`config.mk`:
```
export PLATFORM = sky130hd
export DESIGN_NAME = seq_restoring_divider
export DESIGN_NICKNAME = d
export VERILOG_FILES = /design/src/rtl/seq_restoring_divider.sv
export SDC_FILE = /design/constraint.sdc
export NUM_CORES = 1
export LEC_CHECK = 0
export CAP_MARGIN = 20
export CORE_MARGIN = 2
export CORE_UTILIZATION = 52
export CTS_CLUSTER_SIZE = 8
export DETAILED_ROUTE_END_ITERATION = 12
export HOLD_SLACK_MARGIN = 0.1
export PLACE_DENSITY = 0.89
export SLEW_MARGIN = 20
export SYNTH_ARGS = -nofsm -noshare
export SYNTH_HDL_FRONTEND = slang
export SYNTH_SLANG_ARGS = --single-unit
```
`constraint.sdc`:
```
create_clock -name clk -period 2 [get_ports clk]
set_input_delay 0.2 -clock clk [delete_from_list [all_inputs] [get_ports clk]]
set_output_delay 0.2 -clock clk [all_outputs]
set_load 0.02 [all_outputs]
```
`src/rtl/seq_restoring_divider.sv`:
```
// Sequential unsigned restoring divider: one quotient bit per clock, start/busy/done handshake.
// Divide-by-zero completes on the accepting edge with an all-ones quotient and dbz set.
module seq_restoring_divider #(
    parameter int DW = 8,
    parameter int VW = 4
) (
    input  logic          clk,
    input  logic          rst_n,
    input  logic          start,
    input  logic [DW-1:0] dividend,
    input  logic [VW-1:0] divisor,
    output logic          busy,
    output logic          done,
    output logic          dbz,
    output logic [DW-1:0] quotient,
    output logic [VW-1:0] remainder
);

    localparam int CW = $clog2(DW + 1);

    typedef enum logic [1:0] {IDLE, BUSY, DONE} state_t;

    state_t        state_q, state_d;
    logic [VW:0]   r_q, t, r_next;
    logic [DW-1:0] sh_q;
    logic [VW-1:0] dv_q;
    logic [CW-1:0] cnt_q;
    logic          q_bit;
    logic          accept;
    logic          last_step;

    assign accept    = start && (state_q != BUSY);
    assign last_step = (state_q == BUSY) && (cnt_q == CW'(1));

    // Dividend bits leave the MSB of sh_q while quotient bits enter at its LSB.
    always_comb begin
        t      = {r_q[VW-1:0], sh_q[DW-1]};
        q_bit  = (t >= {1'b0, dv_q});
        r_next = q_bit ? (t - {1'b0, dv_q}) : t;
    end

    always_ff @(posedge clk or negedge rst_n) begin
        if (!rst_n) begin
            state_q <= IDLE;
        end else begin
            state_q <= state_d;
        end
    end

    always_comb begin
        state_d = state_q;
        case (state_q)
            IDLE, DONE: begin
                if (start) begin
                    state_d = (divisor == '0) ? DONE : BUSY;
                end
            end
            BUSY: begin
                if (cnt_q == CW'(1)) begin
                    state_d = DONE;
                end
            end
            default: state_d = IDLE;
        endcase
    end

    always_comb begin
        busy = (state_q == BUSY);
        done = (state_q == DONE);
    end

    always_ff @(posedge clk or negedge rst_n) begin
        if (!rst_n) begin
            r_q       <= '0;
            sh_q      <= '0;
            dv_q      <= '0;
            cnt_q     <= '0;
            dbz       <= 1'b0;
            quotient  <= '0;
            remainder <= '0;
        end else if (accept) begin
            if (divisor != '0) begin
                dv_q  <= divisor;
                r_q   <= '0;
                sh_q  <= dividend;
                cnt_q <= CW'(DW);
                dbz   <= 1'b0;
            end else begin
                dbz       <= 1'b1;
                quotient  <= '1;
                remainder <= '0;
            end
        end else if (state_q == BUSY) begin
            r_q   <= r_next;
            sh_q  <= {sh_q[DW-2:0], q_bit};
            cnt_q <= cnt_q - CW'(1);
            if (last_step) begin
                quotient  <= {sh_q[DW-2:0], q_bit};
                remainder <= r_next[VW-1:0];
            end
        end
    end

endmodule

```
## Word level (Yosys, flattened, before mapping)

Cells that the tools add are included.

| operators by class | value |
|---|---|
| magnitude comparators | 1 |
| reduce and logical (&&, ||, !) cells | 12 |
| bitwise operators | 0 |
| muxes and demuxes | 23 |
| $add $sub $neg | 2 |
| $mul | 0 |
| equality and inequality tests | 8 |
| shift-type cells | 0 |
| div/mod/pow operators | 0 |

Operators by type and width:

| kind | number |
|---|---|
| 2-to-1 mux 8 bit | 7 |
| 2-to-1 mux 4 bit | 11 |
| 2-to-1 mux 2 bit | 3 |
| != test 2 x 1 -> 1 bit (second input constant) | 3 |
| AND reduction 2 bit | 3 |
| greater-or-equal comparator 5 x 4 -> 1 bit | 1 |
| == test 4 x 1 -> 1 bit (second input constant) | 1 |
| zero test 4 bit | 1 |
| != test 2 bit (second input constant) | 2 |
| one-hot mux 2 bit (2 select lines) | 1 |
| nonzero test 2 bit | 2 |
| nonzero test 4 bit | 1 |
| subtractor 4 x 1 -> 4 bit (second input constant) | 1 |
| subtractor 4 bit | 1 |
| AND reduction 3 bit | 1 |
| == test 2 x 1 -> 1 bit (second input constant) | 1 |
| == test 2 bit (second input constant) | 1 |
| logical AND 1 bit | 2 |
| zero test 2 bit | 1 |
| OR reduction 2 bit | 1 |
| 2-to-1 mux 1 bit | 1 |

| word-level totals | value |
|---|---|
| RAM bits | 0 |
| logic and storage cells | 54 |
| memories kept | 0 |
| latch bits | 0 |
| bits in read-only memories | 0 |
| bits in registers | 35 |
| output and inout port bits | 15 |
| bits of input ports | 15 |

## Logic depth before layout (Yosys ltp)

Gate-level depths: netlist (run 1).

| depth | value |
|---|---|
| depth after elaboration | 5 |
| mapped depth | 8 |
| gate-level depth less buffers | 6 |

## Worst setup path before layout (run 1)

No wires, ideal clock.

| timing | value |
|---|---|
| path type | reg2reg |
| start | reg sh_q[7] |
| end | reg remainder[1] |
| path buffers | 0 |
| setup time | 0.104 ns |
| data arrival time | 1.611 ns |
| clock period less this slack | 1.715 ns |
| stages on the path, launching flop included | 6 |
| path slack | 0.285 ns |
| required time | 1.896 ns |
| cell sequence | dfrtp_1 inv_1 ha_1 fa_1 or4_1 o311ai_1 |

| on the way | value |
|---|---|
| cells in the longest elaborated chain, start to end | 5 |
| elaborated cells between the ends (all ways) | 6 |
| classes of those cells | add/sub: 1; order compare: 1; mux: 4 |

RTL lines:

| what | line | source |
|---|---|---|
| from (decl) | 25 | `logic [DW-1:0] sh_q;` |
| from (signal assigned) | 85 | `sh_q <= dividend;` |
| from (signal assigned) | 95 | `sh_q <= {sh_q[DW-2:0], q_bit};` |
| subtractor 4 bit or greater-or-equal comparator 5 x 4 -> 1 bit (tied branches) | 39, 38 |  |
| 2-to-1 mux 4 bit * | 39 | `r_next = q_bit ? (t - {1'b0, dv_q}) : t;` |
| 2-to-1 mux 4 bit * | 97 | `if (last_step) begin` |
| 2-to-1 mux 4 bit * | 93 | `end else if (state_q == BUSY) begin` |
| 2-to-1 mux 4 bit * | 81 | `end else if (accept) begin` |
| to (signal assigned) | 99 | `remainder <= r_next[VW-1:0];` |
| to (decl) | 16 | `output logic [VW-1:0] remainder` |

Every way passes the cells marked *; elsewhere a longest branch is shown, timed or not. The select of a mux whose other input is x is not followed.
A chain may end at the register's enable or synchronous reset.

## Worst setup path after layout (run 1)

| timing | value |
|---|---|
| start | reg dv_q[1] |
| end | reg remainder[0] |

| on the way | value |
|---|---|
| cells in the longest elaborated chain, start to end | 5 |

RTL lines:

| what | line | source |
|---|---|---|
| from (decl) | 26 | `logic [VW-1:0] dv_q;` |
| from (signal assigned) | 83 | `dv_q <= divisor;` |
| greater-or-equal comparator 5 x 4 -> 1 bit | 38 | `q_bit = (t >= {1'b0, dv_q});` |
| 2-to-1 mux 4 bit | 39 |  |
| 2-to-1 mux 4 bit | 97 |  |
| 2-to-1 mux 4 bit | 93 |  |
| 2-to-1 mux 4 bit | 81 |  |

Every way passes these cells. The select of a mux whose other input is x is not followed.

==> results of run 1 <==
## Yosys cell counts (all sizes together), types with 5 or more instances
library cell / instances
a21oi: 5
buf: 6
dfrtp: 35
ha: 6
inv: 9
mux2i: 8
nand2: 17
nand3: 9
nor2: 5
o21ai: 12
o22a: 8
## cell usage in the layout (no fill, tap or decap), types with 2 or more instances in the layout
| cell | n |
|---|---|
| o21ai_1 | 10 |
| ha_1 | 6 |
| or4_1 | 3 |
| inv_1 | 9 |
| mux2i_1 | 8 |
| o41ai_1 | 2 |
| nor2_1 | 5 |
| nand3_1 | 9 |
| o311ai_1 | 2 |
| buf_4 | 10 |
| a21oi_1 | 5 |
| nor4_1 | 2 |
| clkbuf_8 | 2 |
| nor3_1 | 3 |
| clkbuf_4 | 5 |
| clkdlybuf4s50_1 | 29 |
| nand2b_1 | 3 |
| nor2b_1 | 2 |
| dfrtp_1 | 35 |
| o21ai_0 | 2 |
| o31ai_1 | 2 |
| nand2_1 | 16 |
| a22o_1 | 4 |
| o22a_1 | 8 |
| and2_1 | 4 |
| xnor2_1 | 2 |
## what timing repair did
action	4_1_cts	5_1_grt
endpoints found under the hold margin	0	0
endpoints found under the setup margin	0	10
hold buffers	0	0
resized for setup	0	3
## per-layer routing
| metal | track usage, % | vias to the layer above | routed length, um |
|---|---|---|---|
| met5 | 0 | - | 0 |
| met4 | 9.72 | 0 | 96 |
| met3 | 5.80 | 12 | 308 |
| met2 | 42.7 | 80 | 2220 |
| met1 | 30.0 | 720 | 1750 |
| li1 | - | 670 | - |
## worst paths after layout
| path | start | end | slack, ns | cells past startpoint |
|---|---|---|---|---|
| min reg2reg | sh_q[7] | sh_q[7] | 0.50 | 2 |
| min in group clk | dividend[0] | sh_q[0] | 0.46 | 3 |
| max in group asynchronous | rst_n | quotient[4] | 1.43 | 2 |
| min | rst_n | remainder[3] | 0.24 | 2 |
| max | dv_q[1] | remainder[0] | 0.05 | 6 |
| max reg2reg | dv_q[1] | remainder[0] | 0.05 | 6 |
## power groups by stage
stage	Clock, mW	Combinational [mW]	Sequential [mW]
floorplan	0	1.23	1.38
global placement	0	1.89	1.27
detailed placement	0	2.02	1.29
CTS	0.460	2.04	1.29
global route	0.494	2.29	1.33
finish	0.455	2.10	1.29
## sequential cells by signal, indices dropped and copies added, names as in the netlist
register	cells
quotient	8
sh_q	8
cnt_q	4
dv_q	4
r_q	4
remainder	4
state_q	2
dbz	1
## area by class of cell
cell class / instances / area [sq um] / share of cell area (%)
Inverter: 10 / 42.5 / 1.93
Tap cell: 46 / 57.6 / 2.61
Multi-Input combinational cell: 112 / 795 / 36.0
Sequential cell: 35 / 876 / 39.7
Clock buffer: 8 / 68.8 / 3.12
Timing Repair Buffer: 39 / 365 / 16.6
## per-stage QoR
step,hold WS [ns],setup TNS (ns),instance area (sq um)
after floorplan,-0.0956,0,1760
after global placement,0.473,0,2120
after detailed placement,0.480,0,2120
after CTS,0.260,0,2190
after global routing,0.298,-0.0548,2200
final,0.242,0,2200
## kinds of logic (layout without fill, tap and decap cells)
group / after synthesis / in the layout / synth area share [%]
AOI/OAI and AO/OA: 42 / 42 / 17.8
and+or+nand+nor: 53 / 53 / 15.7
DFF: 35 / 35 / 49.8
adders and majority gates: 7 / 7 / 5.41
buffers and inverters: 18 / 57 / 5.76
xor gates and xnor gates: 2 / 2 / 0.996
muxes: 8 / 8 / 4.55
## critical path, stage by stage, from the launching register on
cell	delay, ns
dfrtp_1	0.45
inv_1	0.07
ha_1	0.23
nor4_2	0.46
o21a_2	0.28
nor2_1	0.10
o311ai_1	0.26
==> key figures, run 1 <==
Status
  – Outcome: finished, final reports clean

Global route
  – Gr ovfl total: 0
  – Initial antenna violation count: 0
  – Aggregate global-route resource usage: about a quarter
  – First-pass GRT wire length: between 7000 and 8000 um
  – Largest net degree at the start of global routing: 36
  – Number of global-route vias before repair: about 1500

Power
  – Total power: a little under 4 mW
  – Combinational power share: 54.6%
  – NetSw: between 1.5 and 2 mW
  – Leakage: approximately 0.96 nW
  – Power Density: around 1700 nW/um^2
  – Peak supply drop: roughly 0.91 mV
  – Sequential cell fraction of total power: around 34%
  – Net Sw Frac: about 43%
  – Clock share of power: between 10% and 20%
  – Internal cell power: about 2.2 mW

Place
  – Dpl hpwl: 3090 um
  – IO buf count: 29
  – Gpl congestion: 0.920
  – # placed instances: 242
  – Worst slack, placed: roughly 0.066 ns

Critical path
  – WP data arrival: 2.20 ns
  – Nature of the critical path endpoint: register
  – CP Launch Type: register
  – Crit path kind: register to register
  – Worst-path fanout max: 6
  – Required @ worst endpoint: 2.24 ns

Timing
  – Max Freq: just over 0.5 GHz
  – Fin Clk Skew: 0.0150 ns
  – Final WS setup: about 0.045 ns
  – Final setup violation count: 0
  – Tcrit/Tclk final: between 90% and 100%
  – Fin crit period: roughly 2 ns
  – Final Hold Fails: 0
  – Measured slew at the worst slew-check pin: roughly 0.43 ns
  – Slew Limit Headroom: ~70%
  – Max-slew violations: 0

Clock tree
  – Clk root buf: clkbuf_4
  – CTS H-Tree Depth: 2
  – Clk Latency, worst-skew pair: about 0.36 ns
  – CTS sink count: 35
  – CTS Buf Count: 5
  – CTS tree: done
  – Setup bufs post-CTS: 0
  – Clk slew on worst S/H paths: roughly 0.12 ns
  – CTS max path bufs: 2

Yosys
  – Avg Synthesized Cell Area: roughly 11 sq um
  – Distinct cell type count after synthesis: 38
  – Seq cells post-synth: 35
  – Synth area leader: dfrtp_1
  – Syn nets: between 150 and 200
  – Synth area leaders: dfrtp_1, mux2i_1, ha_1, o22a_1, nand2_1
  – Most used DFF post-synth: dfrtp_1
  – Synth top area share: 49.8%
  – Async SR Flop Fraction: 100%
  – Synth Instances: around 170
  – Synthesis Warnings: 0
  – Post-synth EDFFs: 0
  – Cell Area, Synth: roughly 1800 sq um
  – Sequential element share of the synthesized area: approximately 50%

Finish
  – Proportion of layout cells with a drive suffix above 1: about 12%
  – Ant diodes: 0
  – Fin util: 67.1%
  – Non-filler instance count after layout: 250
  – Fillers: 269
  – Layout Nets: between 200 and 250
  – Area grow syn2layout: 25.3%

Floorplanning
  – Die Ht: about 62 um
  – Starting density of the core: a little over half
  – Die area: roughly 3900 sq um
  – Site row count: 21
  – IO Count: 30
  – CORE AREA: around 3300 sq um
  – Chip Width: 62.2 um

Drt
  – Vias: approximately 1500
  – Wire per inst: around 17 um
  – Vias/cell: 5.93
  – Drt drc: 0
  – Routed wire length: approximately 4400 um
  – DR pass1 iterations: 5
  – Final ANT Viol Nets: 0
  – Number of DRC markers in iteration 0: 173

Worst hold path
  – HP Class: input port to async pin

Flow run
  – Max-cap violations: 0
(Power assumes the default switching activity.)
==> run 2, diff against run 1 <==
CTS_CLUSTER_SIZE = 24   (was 8)
==> results of run 2 <==
The final DEF is identical to that of run 1; final timing and power are the same.
==> run 3, diff against run 2 <==
CORE_ASPECT_RATIO = 0.8   (was unset)
==> run 3 against run 2 <==
Clock skew shrank 0.011 ns. Setup slack better by 0.094 ns. Power grew 2.9%. Critical path type is now register to output port. Global-route usage decreased by 2.2 points. Largest power group unchanged. Combinational power shrank 5%. Cell count decreased by 3.6%. Non-clock buffer count down 3. Worst hold slack improved by 0.078 ns. Sequential share of layout area decreased by 0.45 points. Highest routed layer unchanged. First-iteration DRC count down 2.3%. Critical endpoint is now busy. Maximum frequency rose by 5.0%.
==> key figures, run 3 (synthesis gave the netlist of run 1 again) <==
Status
  – Outcome: finished, final reports clean (unchanged)

Critical path
  – Required @ worst endpoint: 1.80 ns (was 2.24 ns)
  – Crit path kind: register to output port (was register to register)
  – Nature of the critical path endpoint: output port (was register)
  – Worst path bufs/invs: 2 (was 1)
  – Crit path cell chain: nand2b_1 -> clkinv_4 -> clkdlybuf4s50_1 (was inv_1 -> ha_1 -> nor4_2 -> o21a_2 -> nor2_1 -> o311ai_1)
  – Worst-path fanout max: 6 (unchanged)
  – Worst Setup SP: state_q[1] (was dv_q[1])
  – WP data arrival: 1.66 ns (was 2.20 ns)
  – Delay-heaviest family, CP: buffers and inverters (was simple AND/OR/NAND/NOR gates)
  – Critical Path Max Stage Delay: 0.60 ns (was 0.46 ns)
  – Critical-path top delay cell: clkdlybuf4s50_1 (was nor4_2)
  – Worst reg2reg startpoint: dv_q[1] (unchanged)
  – CP Launch Type: register (unchanged)

Finish
  – Final Cell Area: 2230 sq um (was 2200 sq um)
  – Storage cell area: 876 sq um (unchanged)
  – Multi-input logic area: 788 sq um (was 795 sq um)
  – Most frequent cells in the layout: dfrtp_1, clkdlybuf4s50_1, nand2_1 (unchanged)
  – Regs by FF count: quotient x8, sh_q x8 (unchanged)
  – Ant diodes: 0 (unchanged)
  – Fillers: 242 (was 269)
  – Layout Nets: 222 (was 225)
  – Proportion of layout cells with a drive suffix above 1: 10.4% (was 12.3%)
  – Area grow syn2layout: 26.7% (was 25.3%)
  – Most common cell after layout, fill and taps aside: dfrtp_1 (unchanged)

Clock tree
  – CTS Buf Count: 5 (unchanged)
  – CTS max path bufs: 2 (unchanged)
  – Clk Latency, worst-skew pair: 0.29 ns (was 0.36 ns)
  – CTS sink count: 35 (unchanged)
  – Clk root buf: clkbuf_8 (was clkbuf_4)
  – Clk slew on worst S/H paths: 0.07 ns (was 0.12 ns)
  – CTS tree: done (unchanged)
  – CTS H-Tree Depth: 2 (unchanged)

Floorplanning
  – Die area: 3870 sq um (was 3860 sq um)
  – Die Ht: 56.0 um (was 62.2 um)
  – CORE AREA: 3150 sq um (was 3280 sq um)
  – IO Count: 30 (unchanged)
  – Chip Width: 69.0 um (was 62.2 um)
  – Site row count: 18 (was 21)
  – Starting density of the core: 55.8% (was 53.6%)

Global route
  – Number of global-route vias before repair: 1404 (was 1541)
  – Largest net degree at the start of global routing: 36 (unchanged)
  – Initial antenna violation count: 0 (unchanged)
  – Gr ovfl total: 0 (unchanged)
  – First-pass GRT wire length: 6890 um (was 7490 um)
  – Aggregate global-route resource usage: 22.5% (was 24.7%)

Place
  – Worst slack, placed: 0.181 ns (was 0.0658 ns)
  – Dpl hpwl: 3000 um (was 3090 um)
  – Gpl congestion: 0.844 (was 0.920)
  – Post-DP Area: 2110 sq um (was 2120 sq um)
  – IO buf count: 29 (unchanged)

Flow run
  – Max-cap violations: 0 (unchanged)

Drt
  – Routed wire length: 4080 um (was 4370 um)
  – Final ANT Viol Nets: 0 (unchanged)
  – Wire per inst: 16.9 um (was 17.5 um)
  – Number of DRC markers in iteration 0: 169 (was 173)
  – DR pass1 iterations: 4 (was 5)
  – Vias/cell: 5.85 (was 5.93)
  – Drt drc: 0 (unchanged)
  – Vias: 1410 (was 1482)

Timing
  – Tcrit/Tclk final: 93.1% (was 97.7%)
  – Final Hold Fails: 0 (unchanged)
  – Max Freq: 0.537 GHz (was 0.512 GHz)
  – Measured slew at the worst slew-check pin: 0.447 ns (was 0.431 ns)
  – Slew Limit Headroom: 70.2% (was 71.0%)
  – Final setup violation count: 0 (unchanged)
  – Max-slew violations: 0 (unchanged)
  – Fin Clk Skew: 0.00427 ns (was 0.0150 ns)
  – Final WS setup: 0.139 ns (was 0.0452 ns)
  – Fin crit period: 1.86 ns (was 1.95 ns)

Power
  – Power Density: 1780 nW/um^2 (was 1740 nW/um^2)
  – Leakage: 0.965 nW (was 0.955 nW)
  – Peak supply drop: 0.945 mV (was 0.905 mV)

Worst hold path
  – HP Class: input port to async pin (unchanged)
==> run 3: worst paths after layout <==
path | endpoint | cells after the start | slack, ns
max | busy | 3 | 0.14
min | quotient[7] | 2 | 0.32
max reg2reg | remainder[0] | 6 | 0.18
min reg2reg | dbz | 2 | 0.48
max in group asynchronous | quotient[1] | 2 | 1.37
min in group clk | dbz | 2 | 0.48
==> run 3: worst reg2reg max path: stages (launching register included) <==
cell      delay (ns)
dfrtp_1         0.41
inv_1           0.06
ha_1            0.22
nor4_2          0.34
o21a_1          0.26
nor2_1          0.12
o311ai_1        0.31
==> run 3: repair_timing <==
action	CTS	global route
setup endpoints to repair	0	1
hold buffers	0	0
gates resized for setup	0	1
buffers inserted	0	0
==> run 3: routing by layer <==
layer,track usage (%),share of wire (%)
met1,31.7,47
met2,34.6,48
met3,4.71,4.4
met4,8.12,1.4
met5,0,0
==> run 3: power by group <==
| part | internal [mW] | switching [mW] |
|---|---|---|
| clock network | 0.403 | 0.260 |
| logic | 0.906 | 1.10 |
| registers | 1.04 | 0.253 |
| total | 2.35 | 1.61 |
==> run 3: stage by stage <==
step | util, % | instances | total power, mW | TNS [ns] | hold WS (ns)
final | 70.7 | 241 | 3.96 | 0 | 0.320
after global placement | 66.8 | 233 | 3.17 | 0 | 0.474
after floorplan | - | 165 | 2.61 | 0 | -0.0956
after CTS | 70.5 | 241 | 3.95 | 0 | 0.326
after detailed placement | 66.8 | 233 | 3.27 | 0 | 0.478
after global routing | 70.7 | 241 | 4.24 | -0.00318 | 0.364
==> run 3: layout make-up <==
| class | instances | area share [%] |
|---|---|---|
| flip-flops and latches | 35 | 39.3 |
| multi-input cells | 112 | 35.4 |
| repair buffers | 36 | 15.9 |
| clock buffers | 6 | 3.70 |
| well taps | 40 | 2.24 |
| inverters | 10 | 1.91 |
| clock inverters | 2 | 1.57 |
